==> config.mk <==
export PLATFORM = sky130hd
export DESIGN_NAME = csc_dual_group_ctrl
export DESIGN_NICKNAME = d
export VERILOG_FILES = /design/src/rtl/csc_dual_group_ctrl.sv
export SDC_FILE = /design/constraint.sdc
export NUM_CORES = 1
export LEC_CHECK = 0
export ABC_AREA = 1
export CAP_MARGIN = 15
export CORE_MARGIN = 1.5
export CORE_UTILIZATION = 40
export DETAILED_ROUTE_END_ITERATION = 8
export DONT_BUFFER_PORTS = 1
export PLACE_DENSITY_LB_ADDON = 0.08
export REMOVE_ABC_BUFFERS = 1
export SYNTH_ARGS = -nofsm -noshare
export SYNTH_HDL_FRONTEND = slang
export SYNTH_SLANG_ARGS = --single-unit
==> constraint.sdc <==
create_clock -name nvdla_core_clk -period 3.8 [get_ports nvdla_core_clk]
set_input_delay 0.76 -clock nvdla_core_clk [delete_from_list [all_inputs] [get_ports nvdla_core_clk]]
set_output_delay 0.76 -clock nvdla_core_clk [all_outputs]
set_load 0.1 [all_outputs]
==> src/rtl/csc_dual_group_ctrl.sv <==
// -----------------------------------------------------------------------------
// csc_dual_group_ctrl
//
// Ping-pong layer sequencer for the two CSC register groups. Software arms a
// group by pulsing op_en_wr_g; the sequencer launches the group named by the
// consumer pointer (strict alternation 0,1,0,...), holds dp_op_en while the
// datapath runs it, and retires it on dp_done by clearing its op_en, toggling
// the consumer pointer and pulsing that group's done interrupt.
//
// Ports
//   nvdla_core_clk     in   core clock
//   nvdla_core_rstn    in   asynchronous active-low reset
//   op_en_wr_0/1       in   1-cycle pulse: software sets op_en of group 0/1
//   dp_done            in   1-cycle pulse: datapath finished the running layer
//   dp_op_en           out  high while the datapath runs group dp_group
//   dp_group           out  group the datapath executes (= consumer)
//   consumer           out  consumer pointer for the register file
//   status_0/1         out  group status: 0 idle, 1 running, 2 pending
//   intr_done[1:0]     out  1-cycle pulse per group on retirement
//   err_dup_wr         out  1-cycle pulse: op_en write to an enabled group
//   err_spurious_done  out  1-cycle pulse: dp_done while not running
//
// Handshake: there is no back-pressure. op_en_wr_g and dp_done are sampled on
// every rising edge and each high cycle counts as one event; dp_op_en is a
// level that stays high from launch until the cycle after dp_done is sampled.
// -----------------------------------------------------------------------------
module csc_dual_group_ctrl #(
  parameter int unsigned LAUNCH_GAP = 4,
  parameter int unsigned GAP_W      = 8
) (
  input  logic       nvdla_core_clk,
  input  logic       nvdla_core_rstn,
  input  logic       op_en_wr_0,
  input  logic       op_en_wr_1,
  input  logic       dp_done,
  output logic       dp_op_en,
  output logic       dp_group,
  output logic       consumer,
  output logic [1:0] status_0,
  output logic [1:0] status_1,
  output logic [1:0] intr_done,
  output logic       err_dup_wr,
  output logic       err_spurious_done
);

  typedef enum logic [1:0] {
    ST_IDLE = 2'd0,
    ST_GAP  = 2'd1,
    ST_RUN  = 2'd2
  } state_t;

  // Count loaded on IDLE exit; the GAP state is left when the count would
  // decrement to zero, so the first RUN cycle lands LAUNCH_GAP cycles after
  // the first IDLE cycle that sees the consumer group enabled.
  localparam logic [GAP_W-1:0] GAP_LOAD =
    GAP_W'((LAUNCH_GAP > 0) ? (LAUNCH_GAP - 1) : 0);
  localparam bit DIRECT_RUN = (LAUNCH_GAP <= 1);

  state_t           state_q;
  logic [GAP_W-1:0] gap_cnt_q;
  logic [1:0]       op_en_q;
  logic [1:0]       op_en_d;
  logic             consumer_q;
  logic             dp_op_en_q;
  logic [1:0]       intr_done_q;
  logic             err_dup_wr_q;
  logic             err_spurious_q;

  logic [1:0] wr_vec;
  logic       retire;
  logic [1:0] retire_vec;
  logic [1:0] dup_vec;

  always_comb begin
    wr_vec     = {op_en_wr_1, op_en_wr_0};
    retire     = (state_q == ST_RUN) && dp_done;
    retire_vec = 2'b00;
    if (retire) begin
      retire_vec = consumer_q ? 2'b10 : 2'b01;
    end
    // A write to the group being retired re-arms it instead of being an error.
    dup_vec = wr_vec & op_en_q & ~retire_vec;
    op_en_d = (op_en_q & ~retire_vec) | wr_vec;
  end

  always_ff @(posedge nvdla_core_clk or negedge nvdla_core_rstn) begin
    if (!nvdla_core_rstn) begin
      state_q        <= ST_IDLE;
      gap_cnt_q      <= '0;
      op_en_q        <= 2'b00;
      consumer_q     <= 1'b0;
      dp_op_en_q     <= 1'b0;
      intr_done_q    <= 2'b00;
      err_dup_wr_q   <= 1'b0;
      err_spurious_q <= 1'b0;
    end else begin
      op_en_q        <= op_en_d;
      intr_done_q    <= retire_vec;
      err_dup_wr_q   <= |dup_vec;
      err_spurious_q <= dp_done && (state_q != ST_RUN);
      case (state_q)
        ST_IDLE: begin
          if (op_en_q[consumer_q]) begin
            if (DIRECT_RUN) begin
              state_q    <= ST_RUN;
              dp_op_en_q <= 1'b1;
            end else begin
              state_q   <= ST_GAP;
              gap_cnt_q <= GAP_LOAD;
            end
          end
        end
        ST_GAP: begin
          if (gap_cnt_q <= GAP_W'(1)) begin
            state_q    <= ST_RUN;
            gap_cnt_q  <= '0;
            dp_op_en_q <= 1'b1;
          end else begin
            gap_cnt_q <= gap_cnt_q - GAP_W'(1);
          end
        end
        ST_RUN: begin
          if (dp_done) begin
            state_q    <= ST_IDLE;
            consumer_q <= ~consumer_q;
            dp_op_en_q <= 1'b0;
          end
        end
        default: begin
          state_q    <= ST_IDLE;
          dp_op_en_q <= 1'b0;
        end
      endcase
    end
  end

  // Status decodes straight from registers: enabled + consumer + launched.
  always_comb begin
    status_0 = 2'd0;
    status_1 = 2'd0;
    if (op_en_q[0]) begin
      status_0 = (!consumer_q && (state_q != ST_IDLE)) ? 2'd1 : 2'd2;
    end
    if (op_en_q[1]) begin
      status_1 = (consumer_q && (state_q != ST_IDLE)) ? 2'd1 : 2'd2;
    end
  end

  assign dp_op_en          = dp_op_en_q;
  assign dp_group          = consumer_q;
  assign consumer          = consumer_q;
  assign intr_done         = intr_done_q;
  assign err_dup_wr        = err_dup_wr_q;
  assign err_spurious_done = err_spurious_q;

endmodule

* After elaboration in Yosys (flattened, before gate mapping)
Cells that the tools add are included.
** Word-level totals
- Bits of input ports :: 5
- Flip-flop bits (word level) :: 18
- Output and inout bits :: 11
** Operators by class
- Magnitude comparators :: 2
- $add $sub $neg :: 1
- Reduce and logical (&&, ||, !) cells :: 13
- Equality and inequality tests :: 6
- Mux-type cells :: 18
- Bitwise gates (word level) :: 7
** Operator list (number)
- 2-bit two-way mux :: 9
- 8-bit two-way mux :: 2
- 8-bit case mux with 2 select lines :: 1
- 8-bit by 1-bit less-or-equal comparator with 1-bit output (second input constant) :: 1
- 2-bit != test (second input constant) :: 4
- 8-bit by 1-bit subtractor with 8-bit output (second input constant) :: 1
- 2-bit AND :: 3
- 2-bit case mux with 3 select lines :: 1
- 3-bit AND reduction :: 2
- 1-bit logical AND :: 4
- 1-bit two-way mux :: 4
- 2-bit AND reduction :: 2
- 2-bit nonzero test :: 2
- 1-bit case mux with 3 select lines :: 1
- 2-bit by 1-bit == test with 1-bit output (second input constant) :: 1
- 2-bit == test (second input constant) :: 1
- 2-bit zero test :: 1
- 1-bit by 2-bit < comparator with 1-bit output (second input constant) :: 1
- 1-bit NOT :: 2
- 2-bit NOT :: 1
- 2-bit bitwise OR :: 1
- 2-bit OR reduction :: 1
- 1-bit zero test :: 1

* Longest topological paths before layout
Gate-level depths: netlist of run 1.
- Depth after elaboration :: 6
- Depth in mapped cells :: 9
- Mapped depth without buffers :: 9

* Least setup slack after synthesis of run 1
OpenSTA, ideal clock, no wires.
- Path kind :: register to output
- Start :: reg consumer_q (netlist: consumer)
- End :: out status_0[0]
- Required time :: 3040 ps
- Cell stages (with the launch flop) :: 2
- Path buffers :: 0
- Arrival time :: 3005 ps
- Path slack :: 35 ps
- Cells stage by stage :: dfrtp_1 -> nor3_1
** On the way
- Word-level cells in the longest chain between the ends :: 4
** Ends and longest elaborated chain
- start: declaration :: line 63 : logic consumer_q;
- start signal: assignment :: line 125 : consumer_q <= ~consumer_q;
- 1-bit zero test :: line 142 : status_0 = (!consumer_q && (state_q != ST_IDLE)) ? 2'd1 : 2'd2;
- 1-bit logical AND :: line 142
- 2-bit two-way mux :: line 142
- 2-bit two-way mux :: line 141 : if (op_en_q[0]) begin
- end: declaration :: line 39 : output logic [1:0] status_0,
No other way between the ends.

* Worst setup path in the final report of run 1
- Start :: reg state_q[0]
- End :: out status_0[1]
** On the way
- Word-level cells in the longest chain between the ends :: 4
** Ends and longest elaborated chain
- start: declaration :: line 59 : state_t state_q;
- start signal: assignment :: line 88 : state_q <= ST_IDLE;
- start signal: assignment :: line 105 : state_q <= ST_RUN;
- start signal: assignment :: line 108 : state_q <= ST_GAP;
- 2-bit nonzero test :: line 142
- 1-bit logical AND :: line 142
- 2-bit two-way mux :: line 142
- 2-bit two-way mux :: line 141
No other way between the ends.

==> results.tsv, run 1 <==
stage	metric	value	unit
run_status	outcome	finished, final reports clean	
finish	finalNonFillerCells	158	
routing	via_count	779	
placed_design	io_buffers	0	
global_routing	grt_usage	0.1711	
floorplanning	die_h	51.79	µm
job	cap_violations	0	
floorplanning	io-pin-count	16	
cts	cts_tree	built	
yosys	yosys.area.top_type	dfrtp_1	
floorplanning	row_count	17	
cts	cts.sinks	18	
global_routing	met2_usage	0.2585	
critical_path	worstPathCellList	nor2_4, nor2_1, nor2_2	
finish	drive_above_1_share	0.1462	
critical_path	crit_fanout	5	
yosys	netlist_top_cells_area	dfrtp_1, nand2_1, nor2_1, inv_1, nand3_1	
yosys	synthArstFlopShare	1.000	
routing	routedWlPerCell	12.42	µm
routing	final_antenna_net_count	0	
global_routing	grt_use_met1	0.2338	
global_routing	grt_max_degree	19	
sta	period_share	0.6880	
sta	worst_slew_pin_slew	1.052	ns
placed_design	place_inst	154	
finish	postLayoutCellArea	0.001050	mm²
cts	clk_latency	0.29	ns
global_routing	grt.busiest_layer	met2	
cts	post-cts-setup-buffer-count	0	
cts	clk_pin_slew_worst_paths	0.10	ns
sta	setup_violations	0	
sta	skew	0.001733	ns
cts	cts_buffer_depth	2	
routing	routed_wl	1962	µm
floorplanning	start_util	0.4263	
routing	drtIter0Drc	12	
sta	fmax	382.5	MHz
cts	numCtsBuffers	3	
yosys	synth_top_area_frac	0.4731	
yosys	postSynthCellCount	125	
cts	ctsHoldBuffers	0	
cts	cts-root-buf	clkbuf_4	
yosys	synth-edff-count	0	
placed_design	finalWeightedCongestion	0.8277	
yosys	synth_ff_type	dfrtp_1	
critical_path	cp-start-kind	register	
cts	htree_num_levels	1	
sta	final-max-slew-violation-count	0	
global_routing	overflow	0	
placed_design	dp_hpwl	1455	µm
yosys	synth_cell_types	20	
critical_path	crit_path_top_delay_cell	nor2_2	
floorplanning	die_x	51.79	µm
critical_path	critPathArrivalTime	1.85	ns
sta	rsz0062_at_grt	false	
yosys	yosysWarnings	0	
yosys	netlist_area	952.2	µm²
finish	layout.nets	138	
routing	drcViolationCount	0	
sta	min_period	2.614	ns
critical_path	crit_type	register to primary output	
cts	cts-resized-gates	0	
floorplanning	coreArea	0.002233	mm²
sta	hold_viol	0	
global_routing	grt_use_met3	0.04598	
floorplanning	die-area	0.002682	mm²
yosys	yosys_register_bits	18	
global_routing	grt_pass1_vias	753	
yosys	seq_area_frac_synth	0.4731	
critical_path	cp_data_required_time	3.04	ns
finish	synthToLayoutAreaGrowth	10.25	%
global_routing	grt_pass1_wl	3298	µm
yosys	yosysMostFrequentCell	nand2_1	
finish	n_fill_cell	235	
yosys	synth_common_cells	nand2_1, nor2_1, dfrtp_1	
routing	vias_per_cell	4.930	
routing	drt_pass1_iterations	4	
placed_design	place_area	0.001023	mm²
global_routing	antenna_found_initial	0	
worst_hold_path	hold_path.class	input port to async pin	
critical_path	endpoint_kind	primary output	
finish	antennaDiodeCount	0	
critical_path	critical_path.max_stage_delay	0.80	ns
sta	slew_headroom	0.2981	
yosys	syn_area_per_cell	7.617	µm²
==> registers in the layout, summed over array words and instances, names as in the netlist <==
name               count
gap_cnt_q              8
intr_done              2
op_en_q                2
state_q                2
consumer               1
dp_op_en               1
err_dup_wr             1
err_spurious_done      1
==> per-stage QoR <==
stage	util	hold slack [ns]	setup TNS (ns)	setup slack, ns
after floorplan	-	0.4644	-0.4561	-0.4391
after detailed placement	0.4583	0.4648	0	1.500
final	0.4700	0.1495	0	1.186
after global routing	0.4700	0.1200	0	1.100
after global placement	0.4583	0.4648	0	1.531
after CTS	0.4700	0.1318	0	1.164
==> placed cells by master (no fill, tap or decap), types with 3 or more instances in the layout <==
cell type  count
clkbuf_4       3
dfrtp_1       17
inv_1         14
inv_2          4
nand2_1       31
nand2_2        4
nand3_1        8
nand4_1        5
nor2_1        18
o21ai_0        4
o21ai_1        5
==> final timing paths <==
check	from	to	slack, ns	cells past startpoint
min in group nvdla_core_clk	op_en_q[0]	err_dup_wr	0.53	2
worst max register to register	gap_cnt_q[0]	dp_op_en	2.30	9
max in group asynchronous	nvdla_core_rstn	consumer	3.57	0
worst min register to register	op_en_q[0]	err_dup_wr	0.53	2
worst min-delay path	nvdla_core_rstn	intr_done[0]	0.15	0
worst max-delay path	state_q[0]	status_0[1]	1.19	3
==> worst max-delay path: cells and delay by family (launching register included) <==
kind	cells	cell delay, ns
simple gates	3	1.09
flops	1	0.48
==> layer usage <==
layer | wire length (µm) | vias up
li1 | - | 408
met1 | 1003 | 354
met2 | 866 | 15
met3 | 78 | 2
met4 | 14 | 0
met5 | 0 | -
==> kinds of logic (layout without fill, tap and decap cells) <==
kind of cell,count (synthesis),in the layout,share of synthesized area
AO/OA/AOI/OAI,14,14,0.08148
XOR/XNOR,1,1,0.009200
adder cells (fa/ha/maj),2,2,0.02628
buffers and inverters,19,24,0.07884
flip-flops,18,18,0.4731
AND/OR/NAND/NOR,71,71,0.3311
==> cell type report <==
cell class | count | area (µm²) | share of cell area
Timing Repair Buffer | 2 | 32.53 | 0.03099
Tap cell | 28 | 35.03 | 0.03337
Sequential cell | 18 | 451.7 | 0.4303
Inverter | 18 | 67.56 | 0.06436
Multi-Input combinational cell | 88 | 436.7 | 0.4160
Clock buffer | 4 | 26.28 | 0.02503
Power of run 1 is not shown: default switching activity piles up to over one toggle a cycle in this logic, so the estimate is an artifact.
==> run 2: changes to the inputs <==
Clock period 3.8 ns to 2.45 ns, I/O delays scaled along.
==> run 2 against run 1 <==
Effect of this change: sequential cell count did not move; final area grew 6.0%; sequential share of layout area is 2.4 points lower; non-clock buffer count is 8 higher; worst hold slack better by 0.14 ns; wire length increased by 2.0%; utilization is 2.8 points higher; largest cell class unchanged.
==> results.tsv, run 2 (synthesized netlist as in run 1, its figures left out) <==
stage	metric	value	unit	change
sta	slew_headroom	0.4229		was 0.2981
sta	rsz0062_at_grt	false		unchanged
finish	antennaDiodeCount	0		unchanged
finish	layout.nets	146		was 138
cts	cts_buffer_depth	2		unchanged
cts	htree_num_levels	1		unchanged
finish	multi_input_area	436.7	µm²	unchanged
critical_path	critPathArrivalTime	1.40	ns	was 1.85 ns
worst_hold_path	hold_path.class	input port to register		was input port to async pin
finish	final_util	0.4980		was 0.4700
sta	setup_violations	0		unchanged
sta	skew	0.007377	ns	was 0.001733 ns
critical_path	cp_data_required_time	1.96	ns	was 3.04 ns
sta	fmax	528.4	MHz	
cts	cts-resized-gates	0		unchanged
global_routing	grt_pass1_wl	3277	µm	was 3298 µm
global_routing	overflow	0		unchanged
cts	cts-root-buf	clkbuf_4		unchanged
global_routing	antenna_found_initial	0		unchanged
floorplanning	die_h	51.79	µm	unchanged
placed_design	place_inst	161		was 154
routing	drt_pass1_iterations	4		unchanged
routing	via_count	828		was 779
floorplanning	start_util	0.4263		unchanged
finish	drive_above_1_share	0.1884		was 0.1462
finish	synthToLayoutAreaGrowth	16.82	%	was 10.25%
run_status	outcome	finished, final reports clean		unchanged
routing	drtIter0Drc	12		unchanged
finish	final_cell_mix	nand2_1, nor2_1, dfrtp_1		unchanged
routing	routed_wl	2001	µm	was 1962 µm
placed_design	finalWeightedCongestion	0.8393		was 0.8277
critical_path	endpoint_kind	primary output		unchanged
routing	final_antenna_net_count	0		unchanged
floorplanning	die-area	0.002682	mm²	unchanged
cts	clk_latency	0.29	ns	about the same
global_routing	grt_max_degree	19		unchanged
critical_path	cp-start-kind	register		unchanged
floorplanning	io-pin-count	16		unchanged
sta	period_share	0.7724		
global_routing	grt_pass1_vias	777		was 753
sta	finalHoldWorstSlack	0.2862	ns	was 0.1495 ns
routing	vias_per_cell	4.988		was 4.930
cts	clk_pin_slew_worst_paths	0.10	ns	about the same
finish	n_fill_cell	229		was 235
floorplanning	coreArea	0.002233	mm²	unchanged
routing	drcViolationCount	0		unchanged
finish	largest_reg_flops	8		unchanged
floorplanning	die_x	51.79	µm	unchanged
critical_path	reg2reg_from	gap_cnt_q[0]		unchanged
sta	final-max-slew-violation-count	0		unchanged
job	cap_violations	0		unchanged
critical_path	crit_type	register to primary output		unchanged
floorplanning	row_count	17		unchanged
placed_design	dp_hpwl	1482	µm	was 1455 µm
critical_path	crit_start	state_q[0]		unchanged
sta	min_period	1.892	ns	
worst_hold_path	hp-start	dp_done		
placed_design	io_buffers	0		unchanged
routing	routedWlPerCell	12.05	µm	was 12.42 µm
cts	cts.sinks	18		unchanged
critical_path	crit_fanout	5		unchanged
sta	fin_setup_tns	0	ns	unchanged
cts	numCtsBuffers	3		unchanged
sta	worst_slew_pin_slew	0.8629	ns	was 1.052 ns
cts	cts_tree	built		unchanged
finish	max_flop_register	gap_cnt_q		unchanged
finish	regArea	451.7	µm²	unchanged
finish	finalNonFillerCells	166		was 158
finish	final_common_cell	nand2_1		unchanged
global_routing	grt_usage	0.1674		was 0.1711
sta	hold_viol	0		unchanged
run 2: cell count changes in the layout (fill, tap and decap cells not counted), sizes merged:
cell,change
buf,+7
dlygate4sd3,+1
run 2: repair_timing:
item,in CTS,in global routing
setup buffers,0,0
endpoints found under the hold margin,18,0
hold buffers,1,0
run 2: cell type report:
cell class | count | area share
timing repair buffer | 10 | 0.08549
clock buffer | 4 | 0.02362
tap | 28 | 0.03150
sequential | 18 | 0.4061
multi-input combinational | 88 | 0.3926
inverter | 18 | 0.06074
run 2: worst paths after layout:
check	slack [ns]	cells after the start	endpoint
worst max register to register	0.96	9	dp_op_en
min in group asynchronous	0.75	1	consumer
worst min-delay path	0.29	1	state_q[1]
worst max-delay path	0.56	4	status_0[1]
max in group asynchronous	1.12	1	consumer
worst min register to register	0.50	2	dp_op_en
run 2: critical path, stage by stage (launching register included):
cell     delay, ns
dfrtp_1       0.48
nor2_4        0.20
nor2_1        0.07
nor2_2        0.07
buf_4         0.29
run 2: routing by layer:
metal,GRT usage,part of all wire,routed length (µm)
met1,0.2092,0.47,934
met2,0.2756,0.48,964
met3,0.04310,0.039,79
met4,0.06579,0.011,23
met5,0,0,0
run 2: through the flow:
step,area [µm²],worst slack (ns)
2_1_floorplan,944.7,-1.519
3_3_place_gp,1076,0.8971
3_5_place_dp,1076,0.8880
4_1_cts,1112,0.5417
5_1_grt,1112,0.4735
6_report,1112,0.5576
Power of run 2 is left out for the same reason.
==> run 3: changes to the inputs <==
Clock period 2.45 ns to 1.7 ns, I/O delays scaled along.
==> run 3 against run 2 <==
Effect of this change: clock skew decreased by 0.00092 ns; sequential cell count unchanged; global-route usage shrank 1.4 points; register-to-register slack worse by 0.75 ns; non-clock buffer count rose by 4; final area up 6.3%; first-iteration DRC count grew 67%; via count decreased by 3.0%; cell count grew 2.4%; sequential share of layout area shrank 2.2 points; clock-buffer cell count did not move.
==> results.tsv, run 3 (synthesized netlist as in run 1, its figures left out) <==
stage	metric	value	unit	change
run_status	outcome	finished, final reports clean		unchanged
routing	final_antenna_net_count	0		unchanged
placed_design	finalWeightedCongestion	0.8357		was 0.8393
floorplanning	die_h	51.79	µm	unchanged
critical_path	setup.reg_to_reg.worst_slack	0.21	ns	was 0.96 ns
critical_path	critical_path.max_stage_delay	0.46	ns	was 0.48 ns
critical_path	critPathArrivalTime	1.32	ns	was 1.40 ns
sta	setup_violations	0		unchanged
routing	via_count	803		was 828
floorplanning	row_count	17		unchanged
finish	final_cell_mix	nand2_1, nor2_1, dfrtp_1		unchanged
routing	drcViolationCount	0		unchanged
cts	cts_tree	built		unchanged
global_routing	grt_usage	0.1529		was 0.1674
global_routing	overflow	0		unchanged
critical_path	crit_buf_inv	1		unchanged
critical_path	crit_family	flip-flops		unchanged
floorplanning	die_x	51.79	µm	unchanged
sta	hold_viol	0		unchanged
critical_path	endpoint_kind	primary output		unchanged
critical_path	crit_type	register to primary output		unchanged
cts	cts-root-buf	clkbuf_4		unchanged
critical_path	cp_common_cell	nor2_2		
sta	period_share	0.9738		
job	cap_violations	0		unchanged
cts	clk_pin_slew_worst_paths	0.10	ns	about the same
routing	routedWlPerCell	10.76	µm	was 12.05 µm
routing	drt_pass1_iterations	4		unchanged
finish	largest_reg_flops	8		unchanged
finish	final_common_cell	nand2_1		unchanged
critical_path	cp-start-kind	register		unchanged
critical_path	reg2regPathDepth	9		unchanged
worst_hold_path	hold_path.class	input port to register		unchanged
worst_hold_path	holdPathStages	1		unchanged
cts	clk_latency	0.29	ns	about the same
critical_path	cp_data_required_time	1.36	ns	was 1.96 ns
sta	skew	0.006456	ns	was 0.007377 ns
global_routing	grt_pass1_wl	3063	µm	was 3277 µm
worst_hold_path	hp-start	dp_done		unchanged
routing	drtIter0Drc	20		was 12
critical_path	crit_fanout	5		unchanged
cts	htree_num_levels	1		unchanged
global_routing	grt_pass1_vias	745		was 777
sta	min_period	1.655	ns	
critical_path	worstPathCellList	nor2_4, nor2_2, nor2_2, buf_12		was nor2_4, nor2_1, nor2_2, buf_4
sta	fin_setup_tns	0	ns	unchanged
critical_path	crit_start	state_q[1]		was state_q[0]
cts	numCtsBuffers	3		unchanged
finish	postLayoutCellArea	0.001182	mm²	was 0.001112 mm²
placed_design	dp_hpwl	1386	µm	was 1482 µm
cts	cts_buffer_depth	2		unchanged
critical_path	reg2reg_from	gap_cnt_q[0]		unchanged
floorplanning	coreArea	0.002233	mm²	unchanged
finish	synthToLayoutAreaGrowth	24.18	%	was 16.82%
placed_design	place_area	0.001109	mm²	was 0.001076 mm²
cts	cts.sinks	18		unchanged
sta	rsz0062_at_grt	true		was false
floorplanning	die-area	0.002682	mm²	unchanged
critical_path	crit_path_top_delay_cell	dfrtp_2		was dfrtp_1
floorplanning	start_util	0.4263		unchanged
finish	max_flop_register	gap_cnt_q		unchanged
placed_design	io_buffers	0		unchanged
routing	vias_per_cell	4.724		was 4.988
worst_hold_path	worstHoldEndpoint	state_q[1]		unchanged
sta	worst_slew_pin_slew	0.8110	ns	was 0.8629 ns
finish	drive_above_1_share	0.2394		was 0.1884
floorplanning	io-pin-count	16		unchanged
finish	layout.nets	150		was 146
sta	fmax	604.1	MHz	
finish	antennaDiodeCount	0		unchanged
critical_path	reg2reg_to	dp_op_en		unchanged
sta	slew_headroom	0.4576		was 0.4229
sta	final-max-slew-violation-count	0		unchanged
global_routing	grt_max_degree	19		unchanged
sta	finalHoldWorstSlack	0.1163	ns	was 0.2862 ns
routing	routed_wl	1830	µm	was 2001 µm
global_routing	antenna_found_initial	0		unchanged
## run 3: cell types whose count changed in the layout (fill, tap and decap cells not counted), sizes merged
cell	before	now
buf	8	12
## run 3: area by class of cell
cell class	instances	area, µm²
repair buffers	14	150.1
well taps	28	35.03
flip-flops and latches	18	454.2
multi-input cells	88	439.2
clock buffers	4	36.28
inverters	18	67.56
fillers	233	1051
## run 3: what timing repair did
item	in CTS	in global routing
setup buffers	0	3
gates resized for setup	1	2
pin swaps	0	2
endpoints found under the setup margin	1	2
hold buffers	1	0
endpoints found under the hold margin	18	0
## run 3: worst max-delay path by stage
stage	slack [ns]	depth (start not counted)	end
2_1_floorplan	-2.12	1	status_0[0]
3_3_place_gp	0.23	9	dp_op_en
3_5_place_dp	0.23	9	dp_op_en
4_1_cts	0.02	4	status_0[1]
5_1_grt	-0.05	4	status_0[1]
6_report	0.04	4	status_0[1]
## run 3: stage by stage
step / util / setup slack [ns] / instances
5_1_grt: 0.5294 / -0.04918 / 170
6_report: 0.5294 / 0.04453 / 170
3_3_place_gp: 0.4964 / 0.2346 / 162
4_1_cts: 0.5176 / 0.01819 / 167
3_5_place_dp: 0.4964 / 0.2282 / 162
2_1_floorplan: - / -2.119 / 124
## run 3: worst reg2reg max path: cells and delay by family, from the launching register on
| kind | cells | cell delay, ns |
|---|---|---|
| buf+inv | 1 | 0.16 |
| fa+ha+maj | 1 | 0.26 |
| simple gates | 7 | 0.55 |
| flops | 1 | 0.41 |
## run 3: routing by layer
layer | vias up | routed length (µm) | track usage
li1 | 426 | - | -
met1 | 364 | 882 | 0.2015
met2 | 11 | 862 | 0.2479
met3 | 2 | 71 | 0.03448
met4 | 0 | 14 | 0.05263
met5 | - | 0 | 0
Power of run 3 is left out for the same reason.
